File: config.mk
export PLATFORM = sky130hd
export DESIGN_NAME = char_buffer_sequencer
export DESIGN_NICKNAME = d
export VERILOG_FILES = /design/src/rtl/char_buffer_sequencer.sv
export SDC_FILE = /design/constraint.sdc
export NUM_CORES = 1
export LEC_CHECK = 0
export ABC_AREA = 1
export BUFFER_PORTS_ARGS = -buffer_cell sky130_fd_sc_hd__buf_2
export CAP_MARGIN = 20
export CORE_MARGIN = 2
export CORE_UTILIZATION = 40
export CTS_BUF_LIST = sky130_fd_sc_hd__clkbuf_8
export DETAILED_ROUTE_END_ITERATION = 10
export PLACE_DENSITY = 0.64
export SYNTH_ARGS = -nofsm -noshare
export SYNTH_HDL_FRONTEND = slang
export SYNTH_SLANG_ARGS = --single-unit
File: constraint.sdc
create_clock -name clk -period 4.25 [get_ports clk]
set_clock_uncertainty 0.15 [all_clocks]
set_input_delay 0.2125 -clock clk [delete_from_list [all_inputs] [get_ports clk]]
set_output_delay 0.2125 -clock clk [all_outputs]
set_load 0.1 [all_outputs]
File: src/rtl/char_buffer_sequencer.sv
// Purpose : command engine in front of the 24x80 character RAM. It handles write-char,
//           clear-EOL, clear-EOS and scroll-up commands, and scroll-down when the
//           CHARSEQ_SCROLL_DOWN_EN macro is defined.
// Latency : a write or the first clear write appears the cycle after acceptance;
//           a scroll keeps the engine busy for COLS*ROWS+1 cycles.
// Backpr. : cmd_ready is high only in IDLE. While the engine is busy, cmd_valid waits.
// Ports   : clk/reset (async, active-high); cmd_* command handshake from the decoder;
//           video_raddr/video_stall carry the video read path; buf_* drive the RAM ports.
// Config  : `define CHARSEQ_SCROLL_DOWN_EN enables op 4 (scroll down). Without it,
//           op 4 is accepted and ignored.
module char_buffer_sequencer #(
   parameter int               COLS      = 80,
   parameter int               ROWS      = 24,
   parameter int               ADDR_BITS = 11,
   parameter logic [7:0]       FILL_CHAR = 8'h20
) (
   input  logic                 clk,
   input  logic                 reset,
   input  logic                 cmd_valid,
   output logic                 cmd_ready,
   input  logic [2:0]           cmd_op,
   input  logic [4:0]           cmd_row,
   input  logic [6:0]           cmd_col,
   input  logic [7:0]           cmd_data,
   input  logic [ADDR_BITS-1:0] video_raddr,
   output logic                 video_stall,
   output logic [ADDR_BITS-1:0] buf_raddr,
   input  logic [7:0]           buf_dout,
   output logic [ADDR_BITS-1:0] buf_waddr,
   output logic [7:0]           buf_din,
   output logic                 buf_wen
);

   localparam logic [ADDR_BITS-1:0] L_COLS     = ADDR_BITS'(COLS);
   localparam logic [ADDR_BITS-1:0] L_COLS_M1  = ADDR_BITS'(COLS - 1);
   localparam logic [ADDR_BITS-1:0] L_LAST     = ADDR_BITS'(COLS * ROWS - 1);
   localparam logic [ADDR_BITS-1:0] L_LAST_ROW = ADDR_BITS'(COLS * (ROWS - 1));
   localparam logic [4:0]           L_ROWS5    = 5'(ROWS);
   localparam logic [6:0]           L_COLS7    = 7'(COLS);

   typedef enum logic [1:0] {
      S_IDLE   = 2'd0,
      S_CLEAR  = 2'd1,
      S_SCROLL = 2'd2,
      S_DRAIN  = 2'd3
   } state_t;

   state_t                 r_state;
   logic                   r_wen;
   logic [ADDR_BITS-1:0]   r_waddr;
   logic [7:0]             r_din;
   logic                   r_copy;   // current write is a scroll copy: data comes from the RAM
   logic [ADDR_BITS-1:0]   r_end;    // last address of the running clear
   logic [ADDR_BITS-1:0]   r_rd;     // scroll read pointer
   logic                   r_dir;    // 0 = scroll up, 1 = scroll down

   logic [ADDR_BITS-1:0]   w_row;
   logic [ADDR_BITS-1:0]   w_col;
   logic [ADDR_BITS-1:0]   w_row_base;
   logic [ADDR_BITS-1:0]   w_addr;
   logic [ADDR_BITS-1:0]   w_eol;
   logic [ADDR_BITS-1:0]   w_scroll_end;
   logic                   w_in_range;
   logic                   w_accept;

   assign w_row = {{(ADDR_BITS-5){1'b0}}, cmd_row};
   assign w_col = {{(ADDR_BITS-7){1'b0}}, cmd_col};

   // For 80 columns, row*80 = row*64 + row*16. This avoids a general multiplier.
   assign w_row_base = (COLS == 80) ? ((w_row << 6) + (w_row << 4)) : (w_row * L_COLS);
   assign w_addr     = w_row_base + w_col;
   assign w_eol      = w_row_base + L_COLS_M1;
   assign w_in_range = (cmd_row < L_ROWS5) && (cmd_col < L_COLS7);

   assign cmd_ready = (r_state == S_IDLE);
   assign w_accept  = cmd_valid && cmd_ready;

   // The read port belongs to the video path except while a scroll is copying.
   assign video_stall  = (r_state == S_SCROLL);
   assign buf_raddr    = video_stall ? r_rd : video_raddr;
   assign w_scroll_end = r_dir ? '0 : L_LAST;

   // Copy writes take their data straight from the RAM read register, so the
   // write lands the cycle after its read with no extra pipeline stage.
   assign buf_wen   = r_wen;
   assign buf_waddr = r_waddr;
   assign buf_din   = r_copy ? buf_dout : r_din;

   always_ff @(posedge clk or posedge reset) begin
      if (reset) begin
         r_state <= S_IDLE;
         r_wen   <= 1'b0;
         r_waddr <= '0;
         r_din   <= 8'h00;
         r_copy  <= 1'b0;
         r_end   <= '0;
         r_rd    <= '0;
         r_dir   <= 1'b0;
      end else begin
         r_wen  <= 1'b0;
         r_copy <= 1'b0;
         case (r_state)
            S_IDLE: begin
               if (w_accept) begin
                  case (cmd_op)
                     3'd0: begin
                        if (w_in_range) begin
                           r_wen   <= 1'b1;
                           r_waddr <= w_addr;
                           r_din   <= cmd_data;
                        end
                     end
                     3'd1, 3'd2: begin
                        if (w_in_range) begin
                           r_wen   <= 1'b1;
                           r_waddr <= w_addr;
                           r_din   <= FILL_CHAR;
                           r_end   <= (cmd_op == 3'd1) ? w_eol : L_LAST;
                           r_state <= S_CLEAR;
                        end
                     end
                     3'd3: begin
                        r_rd    <= L_COLS;
                        r_dir   <= 1'b0;
                        r_state <= S_SCROLL;
                     end
`ifdef CHARSEQ_SCROLL_DOWN_EN
                     3'd4: begin
                        r_rd    <= L_LAST_ROW - 1'b1;
                        r_dir   <= 1'b1;
                        r_state <= S_SCROLL;
                     end
`endif
                     default: ;  // reserved: accepted, no effect
                  endcase
               end
            end
            S_CLEAR: begin
               // r_waddr is the clear pointer; the write for r_end is already on the port.
               if (r_waddr == r_end) begin
                  r_state <= S_IDLE;
               end else begin
                  r_wen   <= 1'b1;
                  r_waddr <= r_waddr + 1'b1;
               end
            end
            S_SCROLL: begin
               r_wen   <= 1'b1;
               r_copy  <= 1'b1;
               r_waddr <= r_dir ? (r_rd + L_COLS) : (r_rd - L_COLS);
               if (r_rd == w_scroll_end) begin
                  r_state <= S_DRAIN;
               end else begin
                  r_rd <= r_dir ? (r_rd - 1'b1) : (r_rd + 1'b1);
               end
            end
            S_DRAIN: begin
               // The last copy write is on the port now. Next comes the line
               // vacated by the scroll.
               r_wen   <= 1'b1;
               r_din   <= FILL_CHAR;
               r_waddr <= r_dir ? '0 : L_LAST_ROW;
               r_end   <= r_dir ? L_COLS_M1 : L_LAST;
               r_state <= S_CLEAR;
            end
            default: r_state <= S_IDLE;
         endcase
      end
   end

endmodule

# Yosys cells after proc, flatten, opt, wreduce, memory -nomap -nowiden

Index checks and enable logic that the tools add are counted.

Flip-flop bits (word level): 45
Input port bits: 45

Add/subtract/negate cells: 6
Magnitude comparators: 2
Eq/ne operators: 21
Muxes and demuxes: 33
Reduce and logical (&&, ||, !) cells: 14

Operators by type and width:

| operator                                               | number |
|---|---|
| two-way mux 11 bit                                     | 12 |
| case mux 11 bit (2 select lines)                       | 2 |
| case mux 11 bit (4 select lines)                       | 1 |
| two-way mux 8 bit                                      | 4 |
| case mux 8 bit (2 select lines)                        | 2 |
| adder 11 x 1 -> 11 bit (second input constant)         | 2 |
| AND reduction 4 bit                                    | 3 |
| adder 11 x 7 -> 11 bit                                 | 1 |
| adder 11 x 7 -> 11 bit (second input constant)         | 1 |
| adder 11 x 9 -> 11 bit                                 | 1 |
| == test 11 bit                                         | 1 |
| == test 11 bit (second input constant)                 | 1 |
| subtractor 11 x 7 -> 11 bit (second input constant)    | 1 |
| inequality test 2 x 1 -> 1 bit (second input constant) | 5 |
| AND reduction 5 bit                                    | 2 |
| two-way mux 2 bit                                      | 4 |
| inequality test 2 bit (second input constant)          | 4 |
| case mux 2 bit (4 select lines)                        | 1 |
| < comparator 7 bit (second input constant)             | 1 |
| == test 3 x 2 -> 1 bit (second input constant)         | 2 |
| inequality test 3 x 1 -> 1 bit (second input constant) | 2 |
| inequality test 3 bit (second input constant)          | 2 |
| < comparator 5 bit (second input constant)             | 1 |
| two-way mux 1 bit                                      | 5 |
| other kinds (11)                                       | 15 |

# Depth between registers and ports, before layout

Depth in word-level cells: 7
Depth in mapped cells: 13
Depth with buffers taken out: 13

# Worst setup path before layout

OpenSTA, ideal clock, no wires.

Path kind: flip-flop to output port
From: register r_state[0]
To: output port buf_raddr[10]
Data arrival time: 3.094 ns
Path slack: 0.794 ns
Stages on the path, launching flop included: 6
Buffers on the path: 2
Cell sequence: dfrtp_1 -> nor2_4 -> inv_2 -> buf_6 -> buf_2 -> o21ai_0

Word-level cells in the longest chain between the ends: 2

Ends and longest elaborated chain:

| element                | RTL line | source |
|---|---|---|
| from (decl)            | 48       | `state_t r_state;` |
| from (signal assigned) | 91       | `r_state <= S_IDLE;` |
| from (signal assigned) | 119      | `r_state <= S_CLEAR;` |
| from (signal assigned) | 125      | `r_state <= S_SCROLL;` |
| == test 2 bit          | 79       | `assign video_stall = (r_state == S_SCROLL);` |
| two-way mux 11 bit     | 80       | `assign buf_raddr = video_stall ? r_rd : video_raddr;` |
| to (decl)              | 27       | `output logic [ADDR_BITS-1:0] buf_raddr,` |

Every way passes these cells.

# Final worst setup path

From: register r_state[1]
To: output port buf_raddr[4]

Same word-level chain as after synthesis.

==> flow_summary_export.csv <==
group,metric,value,unit
run_status,status,"finished clean",
setup_path,crit_type,"reg -> out",
placed_design,gp_congestion,0.8860,
flow_run,cap_violations,0,
floorplanning,fp.dieH,95.85,µm
timing,finalWorstPathRequiredPeriod,2711,ps
logic_synthesis,synth_cell_type_count,38,
route,avgViaCountPerCell,5.092,
route,first_iter_violations,211,
placed_design,hpwl,7.205,mm
timing,setup_viol,0,
timing,worst_pin_slew,785.8,ps
logic_synthesis,syn_nets,546,
floorplanning,initial_core_util,41.07,%
logic_synthesis,synth.largest_area_cell,"dfrtp_1",
route,first_pass_iters,6,
setup_path,worstPathMaxFanout,29,
logic_synthesis,yosysTopAreaCellShare,31.15,%
route,ant_nets,0,
timing,rsz0062_at_grt,"no",
clock_network,h-tree-depth,2,
finish,drive_above_1_share,21.93,%
finish,num_antenna_cells,0,
timing,fmax,0.3688,GHz
setup_path,critPathArrivalTime,2350,ps
placed_design,placed_cells,657,
setup_path,critPathCaptureType,"output pin",
logic_synthesis,syn_avg_cell_area,6.915,µm²
setup_path,reg2regPathDepth,7,
setup_path,required,3890,ps
timing,tns,0,ps
global_route,grt_usage,20.83,%
clock_network,clockBufferDepth,2,
timing,timing.final.crit_share,63.80,%
hold_path,worstHoldEndpoint,"r_din[4]",
clock_network,cts_tree,"done",
power,p_leak,2.110,nW
route,vias,3391,
clock_network,cts_made_buffers,5,
logic_synthesis,syn_area,3374,µm²
hold_path,whs_path_depth,3,
floorplanning,die_w,95.85,µm
route,post_drt_wl_per_cell,13.79,µm
timing,hold_violations,0,
setup_path,r2r-end,"buf_waddr[8]",
floorplanning,dieArea,9187,µm²
route,drt_wl_total,9.186,mm
global_route,grt_max_degree,43,
route,drc,0,
finish,final_cell_count_no_fill,666,
global_route,grt-ovfl-total,0,
clock_network,clkTransAtPathRegs,80,ps
logic_synthesis,netlist_instances,488,
hold_path,hold_class,"in -> reg",
clock_network,cts-root-buf,"clkbuf_8",
floorplanning,rows,33,
logic_synthesis,yosysWarnings,0,
power,ir_worst_vdd,101.8,µV
timing,drv_slew,0,
placed_design,io_buffers,77,
clock_network,cts_setup_buffers,0,
clock_network,cts.sinks,42,
global_route,grt_pass1_vias,3081,
setup_path,r2r_slack,1660,ps
global_route,antenna_found_initial,0,
setup_path,critPathLaunchType,"flip-flop",
timing,max_slew_margin,47.42,%
logic_synthesis,ys_seq_area_share,31.15,%
finish,area_delta_synth_final,15.72,%
floorplanning,ios,78,
logic_synthesis,synth_area_leaders,"dfrtp_1 (31%), nand2_1 (17%), nand3_1 (7.9%), nor2_1 (5.6%), inv_1 (5.0%)",
floorplanning,core-area,8217,µm²
clock_network,insertion_delay,300,ps
logic_synthesis,ys_ff_latch,42,
finish,fill_cells,876,
global_route,grt_first_pass_wirelength,14.93,mm
power,power_density,210.4,nW/µm²
hold_path,hold_start,"cmd_data[4]",
finish,layout.nets,618,
setup_path,r2r_start,"r_state[1]",
worst max-delay path, cell delays in order (launching register included):
cell	delay, ps
dfrtp_1	680
inv_2	110
nor2_4	280
inv_2	290
o21ai_0	230
buf_2	460
cell usage after synthesis (all sizes together):
cell and instances:
o2111ai 1, a21oi 10, o311ai 1, nand2 156, a31o 1, o31ai 1
inv 52, nor4 1, dfrtp 42, a22oi 1, mux2 8, xnor2 8
clkbuf 3, nand3b 1, nand4 9, nor2 55, buf 11, fa 2
nor3 5, nand3 55, o211ai 3, or2 1, xor2 7, ha 11
o21ai 41, a21o 1, o21bai 1
placed cells by master, fill, tap and decap left out, drive strengths merged:
master	n
xnor2	8
o2111ai	1
xor2	7
nand3b	1
a21oi	10
nand4	9
mux2	8
nand2	156
fa	2
o311ai	1
nand3	55
nor2	55
dlygate4sd3	1
nor3	5
inv	53
or2	1
a31o	1
clkinv	1
buf	78
o31ai	1
a21o	1
ha	11
o21ai	41
clkbuf	6
nor4	1
o21bai	1
o211ai	3
dfrtp	42
a22oi	1
sequential cells by signal, indices dropped and copies added (netlist names):
register,count
r_copy,1
r_end,8
r_rd,11
r_state,2
buf_waddr,11
buf_wen,1
r_din,8
cell type report:
cell class | count | area [µm²] | share of cell area (%)
inverters | 52 | 195.2 | 4.998
clock inverters | 2 | 8.758 | 0.2243
flip-flops and latches | 42 | 1051 | 26.91
well taps | 105 | 131.4 | 3.364
repair buffers | 79 | 402.9 | 10.32
clock buffers | 6 | 82.58 | 2.115
multi-input cells | 380 | 2033 | 52.07
how the worst max path moves through the flow:
stage | slack [ps] | endpoint | start | cells after the start
finish | 1540 | buf_raddr[4] | r_state[1] | 5
global route | 1390 | buf_raddr[4] | r_state[1] | 5
CTS | 1520 | buf_raddr[4] | r_state[1] | 5
detailed placement | 1680 | buf_waddr[6] | r_state[1] | 7
global placement | 1770 | buf_waddr[10] | r_state[1] | 7
floorplan | 790 | buf_raddr[10] | r_state[0] | 5
power breakdown:
group	internal, W	switching [W]	total [W]
sequential	0.000399	0	0.000399
combinational	0.0000468	0.000108	0.000155
clock	0.000129	0.000139	0.000267
total	0.000575	0.000247	0.000822
stage by stage:
stage / worst slack, ps / power, W / cell area [µm²] / hold WS (ps) / utilization, %
5_1_grt: 1390 / 0.0008706 / 3905 / 22.89 / 47.53
2_1_floorplan: 793.5 / 0.0005149 / 3374 / 192.4 / -
3_3_place_gp: 1774 / 0.0005608 / 3804 / 235.2 / 46.29
3_5_place_dp: 1683 / 0.0005618 / 3804 / 233.8 / 46.29
6_report: 1539 / 0.0008217 / 3905 / 15.98 / 47.53
4_1_cts: 1516 / 0.0008349 / 3905 / 2.958 / 47.53
cells by family (layout without fill, tap and decap cells):
group                      after synthesis  in the layout  synth area share, %
and+or+nand+nor                        283            283                37.00
muxes                                    8              8                2.670
xor gates and xnor gates                15             15                3.893
DFF                                     42             42                31.15
buffers and inverters                   66            139                8.602
adders and majority gates               13             13                5.265
AOI/OAI and AO/OA                       61             61                11.42
metal layers:
metal  vias to the layer above  share of wire [%]  track usage, %
li1                       1727                  -               -
met1                      1532                 47           28.47
met2                       118                 45           33.86
met3                        14                5.8           3.132
met4                         0                1.8           6.667
met5                         -                  0               0
repair_timing:
action                                 in CTS  in global routing
gates resized for setup                     0                  0
endpoints found under the hold margin      42                  0
hold buffers                                1                  0
Power figures use the tool's default switching activity.
